--- config.mk ---
export PLATFORM = sky130hd
export DESIGN_NAME = uart_core
export DESIGN_NICKNAME = d
export VERILOG_FILES = /design/src/rtl/uart_core.sv
export SDC_FILE = /design/constraint.sdc
export NUM_CORES = 1
export LEC_CHECK = 0
export BUFFER_PORTS_ARGS = -buffer_cell sky130_fd_sc_hd__buf_2
export CAP_MARGIN = 10
export CORE_MARGIN = 5
export CORE_UTILIZATION = 30
export CTS_CLUSTER_DIAMETER = 80
export CTS_CLUSTER_SIZE = 40
export DETAILED_ROUTE_END_ITERATION = 8
export GPL_TIMING_DRIVEN = 0
export HOLD_SLACK_MARGIN = 0.08
export PLACE_DENSITY = 0.5
export SYNTH_ARGS = -nofsm -noshare
export SYNTH_HDL_FRONTEND = slang
export SYNTH_HIERARCHICAL = 1
export SYNTH_SLANG_ARGS = --single-unit
--- constraint.sdc ---
create_clock -name clk -period 10.75 [get_ports clk]
set_clock_uncertainty 0.15 [all_clocks]
set_input_delay 1.6125 -clock clk [delete_from_list [all_inputs] [get_ports clk]]
set_output_delay 1.6125 -clock clk [all_outputs]
set_load 0.005 [all_outputs]
--- src/rtl/uart_core.sv ---
// UART engine: baud tick generator, RX deserialiser with parity/framing checks,
// RX/TX FIFOs and TX serialiser. Optional internal loopback via UART_LOOPBACK_EN.
`timescale 1ns/1ps

module uart_fifo #(
  parameter int W     = 8,
  parameter int DEPTH = 16
) (
  input  logic                       clk,
  input  logic                       rst,
  input  logic                       push,
  input  logic [W-1:0]               wdata,
  input  logic                       pop,
  output logic [W-1:0]               rdata,
  output logic [$clog2(DEPTH):0]     count,
  output logic                       full,
  output logic                       empty
);
  localparam int AW = $clog2(DEPTH);
  localparam int CW = AW + 1;

  logic [W-1:0]  mem [DEPTH];
  logic [AW-1:0] wptr, rptr;
  logic          do_push, do_pop;

  assign empty   = (count == '0);
  assign full    = (count == CW'(DEPTH));
  // A full FIFO still accepts a push when a pop frees a slot in the same cycle.
  assign do_pop  = pop && !empty;
  assign do_push = push && (!full || do_pop);
  assign rdata   = empty ? '0 : mem[rptr];

  always_ff @(posedge clk) begin
    if (!rst) begin
      wptr  <= '0;
      rptr  <= '0;
      count <= '0;
    end else begin
      if (do_push) wptr <= wptr + 1'b1;
      if (do_pop)  rptr <= rptr + 1'b1;
      count <= count + CW'(do_push) - CW'(do_pop);
    end
  end

  always_ff @(posedge clk)
    if (rst && do_push) mem[wptr] <= wdata;
endmodule

module uart_core #(
  parameter int CLK_HZ      = 100_000_000,
  parameter int BAUD        = 9600,
  parameter int DATA_BITS   = 8,
  parameter int PARITY_MODE = 0,
  parameter int STOP_BITS   = 1,
  parameter int FIFO_DEPTH  = 16
) (
  input  logic                          clk,
  input  logic                          rst,
  input  logic                          rx,
  output logic                          tx,
  input  logic [DATA_BITS-1:0]          tx_wdata,
  input  logic                          tx_push,
  output logic                          tx_full,
  output logic [$clog2(FIFO_DEPTH):0]   tx_count,
  output logic                          tx_busy,
  output logic [DATA_BITS-1:0]          rx_rdata,
  input  logic                          rx_pop,
  output logic                          rx_empty,
  output logic [$clog2(FIFO_DEPTH):0]   rx_count,
  input  logic                          err_clr,
  output logic                          parity_err,
  output logic                          frame_err,
  output logic                          overrun_err
`ifdef UART_LOOPBACK_EN
  ,
  input  logic                          loopback
`endif
);
  localparam int   DIV_RAW = CLK_HZ / (BAUD * 16);
  localparam int   DIV     = (DIV_RAW < 1) ? 1 : DIV_RAW;
  localparam int   TW      = (DIV > 1) ? $clog2(DIV) : 1;
  localparam logic HAS_PAR = (PARITY_MODE != 0);
  localparam logic ODD     = (PARITY_MODE == 2);

  typedef enum logic [2:0] {IDLE, START, DATA, PAR, STOP} state_t;

  // Oversample tick, 16 per bit
  logic [TW-1:0] tick_cnt;
  logic          b_tick;
  assign b_tick = (tick_cnt == TW'(DIV - 1));

  always_ff @(posedge clk) begin
    if (!rst)        tick_cnt <= '0;
    else if (b_tick) tick_cnt <= '0;
    else             tick_cnt <= tick_cnt + 1'b1;
  end

  // TX path
  logic [DATA_BITS-1:0] txf_rdata;
  logic                 txf_empty, txf_pop;
  state_t               tx_state, tx_state_n;
  logic [3:0]           tx_tcnt;
  logic [2:0]           tx_bcnt;
  logic [DATA_BITS-1:0] tx_sh;
  logic                 tx_par, tx_line, tx_bit_end;

  uart_fifo #(.W(DATA_BITS), .DEPTH(FIFO_DEPTH)) u_txf (
    .clk(clk), .rst(rst), .push(tx_push), .wdata(tx_wdata), .pop(txf_pop),
    .rdata(txf_rdata), .count(tx_count), .full(tx_full), .empty(txf_empty)
  );

  assign tx_bit_end = b_tick && (tx_tcnt == 4'd15);
  assign tx_busy    = (tx_state != IDLE);

  always_comb begin
    tx_state_n = tx_state;
    txf_pop    = 1'b0;
    tx_line    = 1'b1;
    case (tx_state)
      IDLE: if (b_tick && !txf_empty) begin
        tx_state_n = START;
        txf_pop    = 1'b1;
      end
      START: begin
        tx_line = 1'b0;
        if (tx_bit_end) tx_state_n = DATA;
      end
      DATA: begin
        tx_line = tx_sh[0];
        if (tx_bit_end && tx_bcnt == 3'(DATA_BITS - 1))
          tx_state_n = HAS_PAR ? PAR : STOP;
      end
      PAR: begin
        tx_line = tx_par;
        if (tx_bit_end) tx_state_n = STOP;
      end
      STOP: if (tx_bit_end && tx_bcnt == 3'(STOP_BITS - 1)) begin
        // Chain straight into the next frame when more data is queued
        if (!txf_empty) begin
          tx_state_n = START;
          txf_pop    = 1'b1;
        end else begin
          tx_state_n = IDLE;
        end
      end
      default: tx_state_n = IDLE;
    endcase
  end

  always_ff @(posedge clk) begin
    if (!rst) begin
      tx_state <= IDLE;
      tx_tcnt  <= '0;
      tx_bcnt  <= '0;
      tx_sh    <= '0;
      tx_par   <= 1'b0;
    end else begin
      tx_state <= tx_state_n;
      if (tx_state_n != tx_state) begin
        tx_tcnt <= '0;
        tx_bcnt <= '0;
      end else if (b_tick && tx_state != IDLE) begin
        tx_tcnt <= tx_tcnt + 1'b1;
        if (tx_bit_end) tx_bcnt <= tx_bcnt + 1'b1;
      end
      if (txf_pop) begin
        tx_sh  <= txf_rdata;
        tx_par <= (^txf_rdata) ^ ODD;
      end else if (tx_bit_end && tx_state == DATA) begin
        tx_sh <= tx_sh >> 1;
      end
    end
  end

  // RX input select and synchroniser
  logic rx_in, rx_m, rx_s, rx_d;
`ifdef UART_LOOPBACK_EN
  assign rx_in = loopback ? tx_line : rx;
  assign tx    = loopback | tx_line;
`else
  assign rx_in = rx;
  assign tx    = tx_line;
`endif

  always_ff @(posedge clk) begin
    if (!rst) begin
      rx_m <= 1'b1;
      rx_s <= 1'b1;
      rx_d <= 1'b1;
    end else begin
      rx_m <= rx_in;
      rx_s <= rx_m;
      rx_d <= rx_s;
    end
  end

  // RX deserialiser
  state_t               rx_state, rx_state_n;
  logic [3:0]           rx_tcnt;
  logic [2:0]           rx_bcnt;
  logic [DATA_BITS-1:0] rx_sh;
  logic                 rx_ferr, rx_perr;
  logic                 smp_start, smp, rx_done, par_bad;
  logic                 rx_push, parity_set, frame_set, overrun_set;

  assign smp_start = b_tick && (rx_tcnt == 4'd7);
  assign smp       = b_tick && (rx_tcnt == 4'd15);
  assign par_bad   = (rx_s != ((^rx_sh) ^ ODD));

  always_comb begin
    rx_state_n = rx_state;
    case (rx_state)
      IDLE:  if (rx_d && !rx_s) rx_state_n = START;
      START: if (smp_start) rx_state_n = rx_s ? IDLE : DATA;
      DATA:  if (smp && rx_bcnt == 3'(DATA_BITS - 1)) rx_state_n = HAS_PAR ? PAR : STOP;
      PAR:   if (smp) rx_state_n = STOP;
      STOP:  if (smp && rx_bcnt == 3'(STOP_BITS - 1)) rx_state_n = IDLE;
      default: rx_state_n = IDLE;
    endcase
  end

  assign rx_done     = (rx_state == STOP) && smp && (rx_bcnt == 3'(STOP_BITS - 1));
  assign frame_set   = (rx_state == STOP) && smp && !rx_s;
  assign parity_set  = (rx_state == PAR) && smp && par_bad;
  assign rx_push     = rx_done && !rx_ferr && rx_s && !rx_perr;
  assign overrun_set = rx_push && (rx_count == ($clog2(FIFO_DEPTH)+1)'(FIFO_DEPTH)) && !rx_pop;

  always_ff @(posedge clk) begin
    if (!rst) begin
      rx_state <= IDLE;
      rx_tcnt  <= '0;
      rx_bcnt  <= '0;
      rx_sh    <= '0;
      rx_ferr  <= 1'b0;
      rx_perr  <= 1'b0;
    end else begin
      rx_state <= rx_state_n;
      if (rx_state_n != rx_state) begin
        rx_tcnt <= '0;
        rx_bcnt <= '0;
      end else if (b_tick && rx_state != IDLE) begin
        rx_tcnt <= rx_tcnt + 1'b1;
        if (smp) rx_bcnt <= rx_bcnt + 1'b1;
      end
      if (rx_state == START && rx_state_n == DATA) begin
        rx_ferr <= 1'b0;
        rx_perr <= 1'b0;
      end
      if (smp && rx_state == DATA) rx_sh <= {rx_s, rx_sh[DATA_BITS-1:1]};
      if (parity_set) rx_perr <= 1'b1;
      if (frame_set)  rx_ferr <= 1'b1;
    end
  end

  uart_fifo #(.W(DATA_BITS), .DEPTH(FIFO_DEPTH)) u_rxf (
    .clk(clk), .rst(rst), .push(rx_push), .wdata(rx_sh), .pop(rx_pop),
    .rdata(rx_rdata), .count(rx_count), .full(), .empty(rx_empty)
  );

  // Sticky flags: a set event outranks err_clr
  always_ff @(posedge clk) begin
    if (!rst) begin
      parity_err  <= 1'b0;
      frame_err   <= 1'b0;
      overrun_err <= 1'b0;
    end else begin
      parity_err  <= parity_set  | (parity_err  & ~err_clr);
      frame_err   <= frame_set   | (frame_err   & ~err_clr);
      overrun_err <= overrun_set | (overrun_err & ~err_clr);
    end
  end
endmodule

Word-level counts from Yosys, hierarchy flattened
Memory sizes are Yosys's and may differ from the RTL's. A register that Yosys moved wholly into a read port is not among the register bits.
Cells that the tools add are included.

cells by class
  add/sub/neg operators = 13
  $mul = 0
  div/mod/pow operators = 0
  order comparisons = 0
  equality and inequality tests = 20
  shift-type cells = 0
  multiplexer cells = 34
  bitwise gates (word level) = 8
  reduce and logical (&&, ||, !) cells = 58

operator list
  cell                                                              count
  8-bit two-way mux                                                 4
  1-bit logical AND                                                 30
  3-bit two-way mux                                                 10
  3-bit case mux with 5 select lines                                2
  4-bit by 1-bit adder with 4-bit output (second input constant)    6
  4-bit two-way mux                                                 4
  8-bit parity                                                      2
  3-bit by 2-bit == test with 1-bit output (second input constant)  5
  3-bit == test (second input constant)                             4
  3-bit zero test                                                   4
  1-bit two-way mux                                                 11
  10-bit by 1-bit adder with 10-bit output (second input constant)  1
  5-bit by 1-bit adder with 5-bit output                            2
  10-bit == test (second input constant)                            1
  5-bit == test (second input constant)                             2
  5-bit zero test                                                   2
  5-bit by 1-bit subtractor with 5-bit output                       2
  4-bit == test (second input constant)                             2
  1-bit zero test                                                   8
  3-bit by 1-bit adder with 3-bit output (second input constant)    2
  3-bit by 1-bit == test with 1-bit output (second input constant)  2
  3-bit != test                                                     2
  2-bit nonzero test                                                3
  3-bit nonzero test                                                2
  11 further kinds                                                  20

storage, ports and cells
  flip-flop bits (word level) = 81
  bits in latches = 0
  RAM bits = 256
  memory bits (read-only) = 0
  logic and storage cells = 159
  memories kept = 2

memories
  name       words  bits a word  read ports  clocked after Yosys merged registers in  wr ports  line  text
  u_rxf.mem  16     8            1           1                                        1         22    logic [W-1:0] mem [DEPTH];
  u_txf.mem  16     8            1           1                                        1         22

Depth between registers and ports, before layout
  word-level depth = 11
  mapped depth = 18
  gate-level depth less buffers = 17

Cells and area by module
The synthesis kept the hierarchy.

by module, submodules not included
  module     times used  cells an instance  area an instance (sq um)  seq. area each (sq um)
  uart_fifo  2           313                5898.2                    4184.0
  uart_core  1           314                2758.9                    1101.1

Worst setup path after synthesis
No wires, ideal clock.

  kind = reg2reg
  start point = register u_txf.count[2]
  end point = register u_txf.count[4]
  setup time = 116 ps
  data arrival time = 3675 ps
  required time = 10484 ps
  path slack = 6810 ps
  stages on the path, launching flop included = 19
  path buffers = 1
  cells stage by stage = dfxtp_1 inv_1 ha_1 or4b_1 clkbuf_1 inv_1 nor3_1 nand2b_1 nor3_1 o21a_1 inv_2 ha_1 inv_1 ha_1 fa_1 a21oi_1 nor2_1 or3_1 and3_1

on the way
  longest elaborated chain between the ends = 10
  elaborated cells between the ends (all ways) = 14
  classes of those cells = add/sub: 2; eq/ne: 1; mux: 4; reduce/logical: 7

RTL lines
  element                                          line  text
  start, declared                                  15    output logic [$clog2(DEPTH):0] count,
  start signal, assigned                           41    count <= count + CW'(do_push) - CW'(do_pop);
  5-bit zero test (*)                              26    assign empty = (count == '0);
  named net txf_empty                              100   logic txf_empty, txf_pop;
  1-bit zero test                                  120   IDLE: if (b_tick && !txf_empty) begin
  1-bit logical AND                                120
  1-bit two-way mux                                120
  1-bit case mux with 2 select lines (*)           119   case (tx_state)
  named net txf_pop                                100
  1-bit logical AND (*)                            29    assign do_pop = pop && !empty;
  1-bit logical OR                                 30    assign do_push = push && (!full || do_pop);
  1-bit logical AND                                30
  5-bit by 1-bit adder with 5-bit output           41
  5-bit by 1-bit subtractor with 5-bit output (*)  41

Mark *: on every way through the listed nets, which the timed path passes. The rest lies on a longest branch.
A chain may end at the register's enable or synchronous reset.

Worst setup path after layout
  start point = register u_txf.count[3]
  end point = register u_txf.count[4]

Same word-level chain as after synthesis.

==> results.txt <==
In the final routing, the length of wire on met1 measures 13.6 mm. The first routing iteration left 432 violations. Number of hold-slack violations in the final timing report: 0. Entering global routing, the biggest net connects 36 pins. Count of H-tree levels built during CTS: 1. Of the total power, the share spent switching nets is 27.8%.

Registers take 9470 sq um. The quantity of gates resized following cts was 0; the total global routing track utilization was 11.6%. The clock network burns 33.4% of the power. Cell internal power was estimated by the tool at 0.00212 W. For this run the aggregate overflow at the end of global routing stands at 0. The first global-routing pass estimated 48.0 mm of wire. When the netlist entered floorplanning its net count stood at 987. The transition time at the pin with the least slew margin came out at 1.11 ns.

Summed over all nets, wire length on met3 after detailed routing comes to 814 um. Clock-pin slew of the registers on the worst-case setup and hold paths: 0.10 ns. For the count of mapped cells out of synthesis, the log shows 939.

Compared with the post-synthesis result, the final layout area differs by 13.1%. The largest fanout of any net on the critical path works out to 10. The switching power is 0.000817 W.

For the remaining antenna violation count, the log shows 0. The run finished with clean final reports. The global placer's final weighted congestion was 0.721.

The number of slew-limit violations in the final report is 0. The critical path is of the flip-flop to flip-flop type. The logs give 0.55 ns for the clock latency reported for the late side of the worst-skew pair and 0 for the antenna diode count.

The summed area of non-filler cells in the final layout is 16500 sq um, and the placeable core area is 47800 sq um. STA puts the critical path data required time at 11.02 ns. The clock sink count is 345.

Leaving out fill and tap cells, the most frequent cells in the layout are sky130_fd_sc_hd__edfxtp_1, sky130_fd_sc_hd__dfxtp_1, sky130_fd_sc_hd__buf_2. The count of placed standard cells in the final layout, fillers left out was 1638. After detailed placement, the design holds a cell count of 1600.

The tools report the arrival time reported for the critical path endpoint as 5.55 ns. The share of total power dissipated in sequential elements is 50.3%. The placement-stage worst setup slack was 5.43 ns.

For the floorplan row count, the log shows 80. In the final layout, the share of cells above drive strength 1 is 17.5%. The total met2 wirelength after detailed routing is 16.1 mm.

The post-detailed-route via-to-cell ratio works out to 4.76. Setup violations remaining at the end of the flow were counted as 0. After detailed placement, the total cell area comes to 15600 sq um.

The floorplan step set the die width to 230 um. Setup total negative slack on the finished layout was measured at 0 ns. During synthesis, Yosys emitted a total of 6 warnings.

The post-CTS repair timing setup buffer count came out at 0. The via count of the first global-routing pass was 8010; the wire length per cell after detailed routing was 18.9 um. Clock root buffer master: sky130_fd_sc_hd__clkbuf_16. The number of hold buffers added after CTS was 0.

For this design the static power due to leakage is 5.35 nW. Overall power consumption after layout is estimated at 0.00294 W. Port buffering added 38 buffers. The tightest min-delay check is of the flip-flop to flip-flop type. The tool flagged a number of max-cap violations equal to 0.

Derived from the worst setup path, the maximum achievable clock frequency is 189 MHz. For this design the ratio of total power to cell area is 179 nW/um^2. The tools report the length of the first detailed-routing pass in iterations as 5. The type of element capturing the critical path was a flip-flop. The total via count in the routed design is 7798, and the largest vdd supply drop is 0.114 mV. After detailed routing, the number of remaining DRC violations is 0.

In this run the cell area of the synthesized design comes to 14600 sq um. The die area was 53000 sq um; the count of boundary I/O pins was 39. The tools report the final-layout fill cell count as 4658. Once routing completed, OpenROAD measured the worst setup slack at 5.46 ns. The worst max-slew margin expressed relative to the limit is 25.2%. The half-perimeter wire length of the detailed placement result is 21.2 mm, and the final critical delay including setup and external delays is 5.29 ns. The number of antenna violations at the first check in global routing is 0.

The routed design has 30.9 mm of wire. In this run, CTS created clock tree buffers numbering 21. The highest metal layer carrying signal wires in the routed design is met4. STA classifies the critical path startpoint as a flip-flop. In this run the vertical extent of the chip is 230 um. For this run, the post-layout net count is 1057. The library cell used most frequently in the layout, excluding fill and tap cells, is sky130_fd_sc_hd__edfxtp_1.

In the final layout, the multi-input gates occupy 4770 sq um. The run gives 3 as the clock tree buffer depth. Per report_power, the combinational group accounts for 16.3% of the total. The average instance in the mapped netlist occupies 15.5 sq um. Setup repair after global routing left no endpoint under its margin. TritonCTS built the clock tree. Once the floorplan was initialized, standard cells occupied 30.4% of the core. The final period utilization was 49.2%.
critical path, cell delays in order, from the launching register on:
cell                       delay, ns
sky130_fd_sc_hd__dfxtp_1        0.39
sky130_fd_sc_hd__inv_1          0.08
sky130_fd_sc_hd__ha_1           0.21
sky130_fd_sc_hd__or4b_1         0.22
sky130_fd_sc_hd__clkbuf_1       0.42
sky130_fd_sc_hd__inv_1          0.12
sky130_fd_sc_hd__nor3_1         0.23
sky130_fd_sc_hd__nand2b_1       0.14
sky130_fd_sc_hd__nor3_1         0.90
sky130_fd_sc_hd__o21a_1         0.38
sky130_fd_sc_hd__inv_2          0.16
sky130_fd_sc_hd__ha_1           0.31
sky130_fd_sc_hd__inv_1          0.04
sky130_fd_sc_hd__ha_1           0.20
sky130_fd_sc_hd__fa_1           0.44
sky130_fd_sc_hd__a21oi_1        0.16
sky130_fd_sc_hd__nor2_1         0.07
sky130_fd_sc_hd__or3_1          0.34
sky130_fd_sc_hd__and3_1         0.18
through the flow:
stage	hold slack, ns	util (%)
finish	0.265	34.4
global route	0.292	34.4
CTS	0.269	34.4
detailed placement	0.244	32.6
global placement	0.244	32.4
floorplan	0.236	-
final timing paths:
check | from | end | slack [ns] | cells past startpoint
worst max-delay path | u_txf/count[3] | u_txf/count[4] | 5.46 | 18
worst min-delay path | rx_m | rx_s | 0.27 | 1
worst min register to register | rx_m | rx_s | 0.27 | 1
worst max register to register | u_txf/count[3] | u_txf/count[4] | 5.46 | 18
power groups by stage:
stage | Combinational, W | Clock, W | Sequential (W)
floorplan | 0.000336 | 0 | 0.00150
global placement | 0.000487 | 0 | 0.00151
detailed placement | 0.000488 | 0 | 0.00151
CTS | 0.000490 | 0.00102 | 0.00148
global route | 0.000534 | 0.00107 | 0.00148
finish | 0.000479 | 0.000982 | 0.00148
metal layers:
metal  vias up  track usage [%]
li1       3716                -
met1      3958             14.8
met2        99             21.1
met3        25             1.51
met4         0             2.37
met5         -                0
state kept, by name (all words and copies together) (netlist names), 5 cells and up, named ones only:
register     count
tick_cnt        10
u_rxf/count      5
u_txf/mem      128
rx_sh            8
u_txf/count      5
tx_sh            8
u_rxf/mem      128
layout make-up:
type                       instances  share of cell area [%]
multi-input combinational        527                    29.0
clock buffer                      21                    3.19
sequential                       345                    57.6
tap                              615                    4.68
timing repair buffer              47                    1.53
buffer                            42                    1.57
clock inverter                    16                    1.91
inverter                          25                   0.570
(Power assumes the default switching activity.)
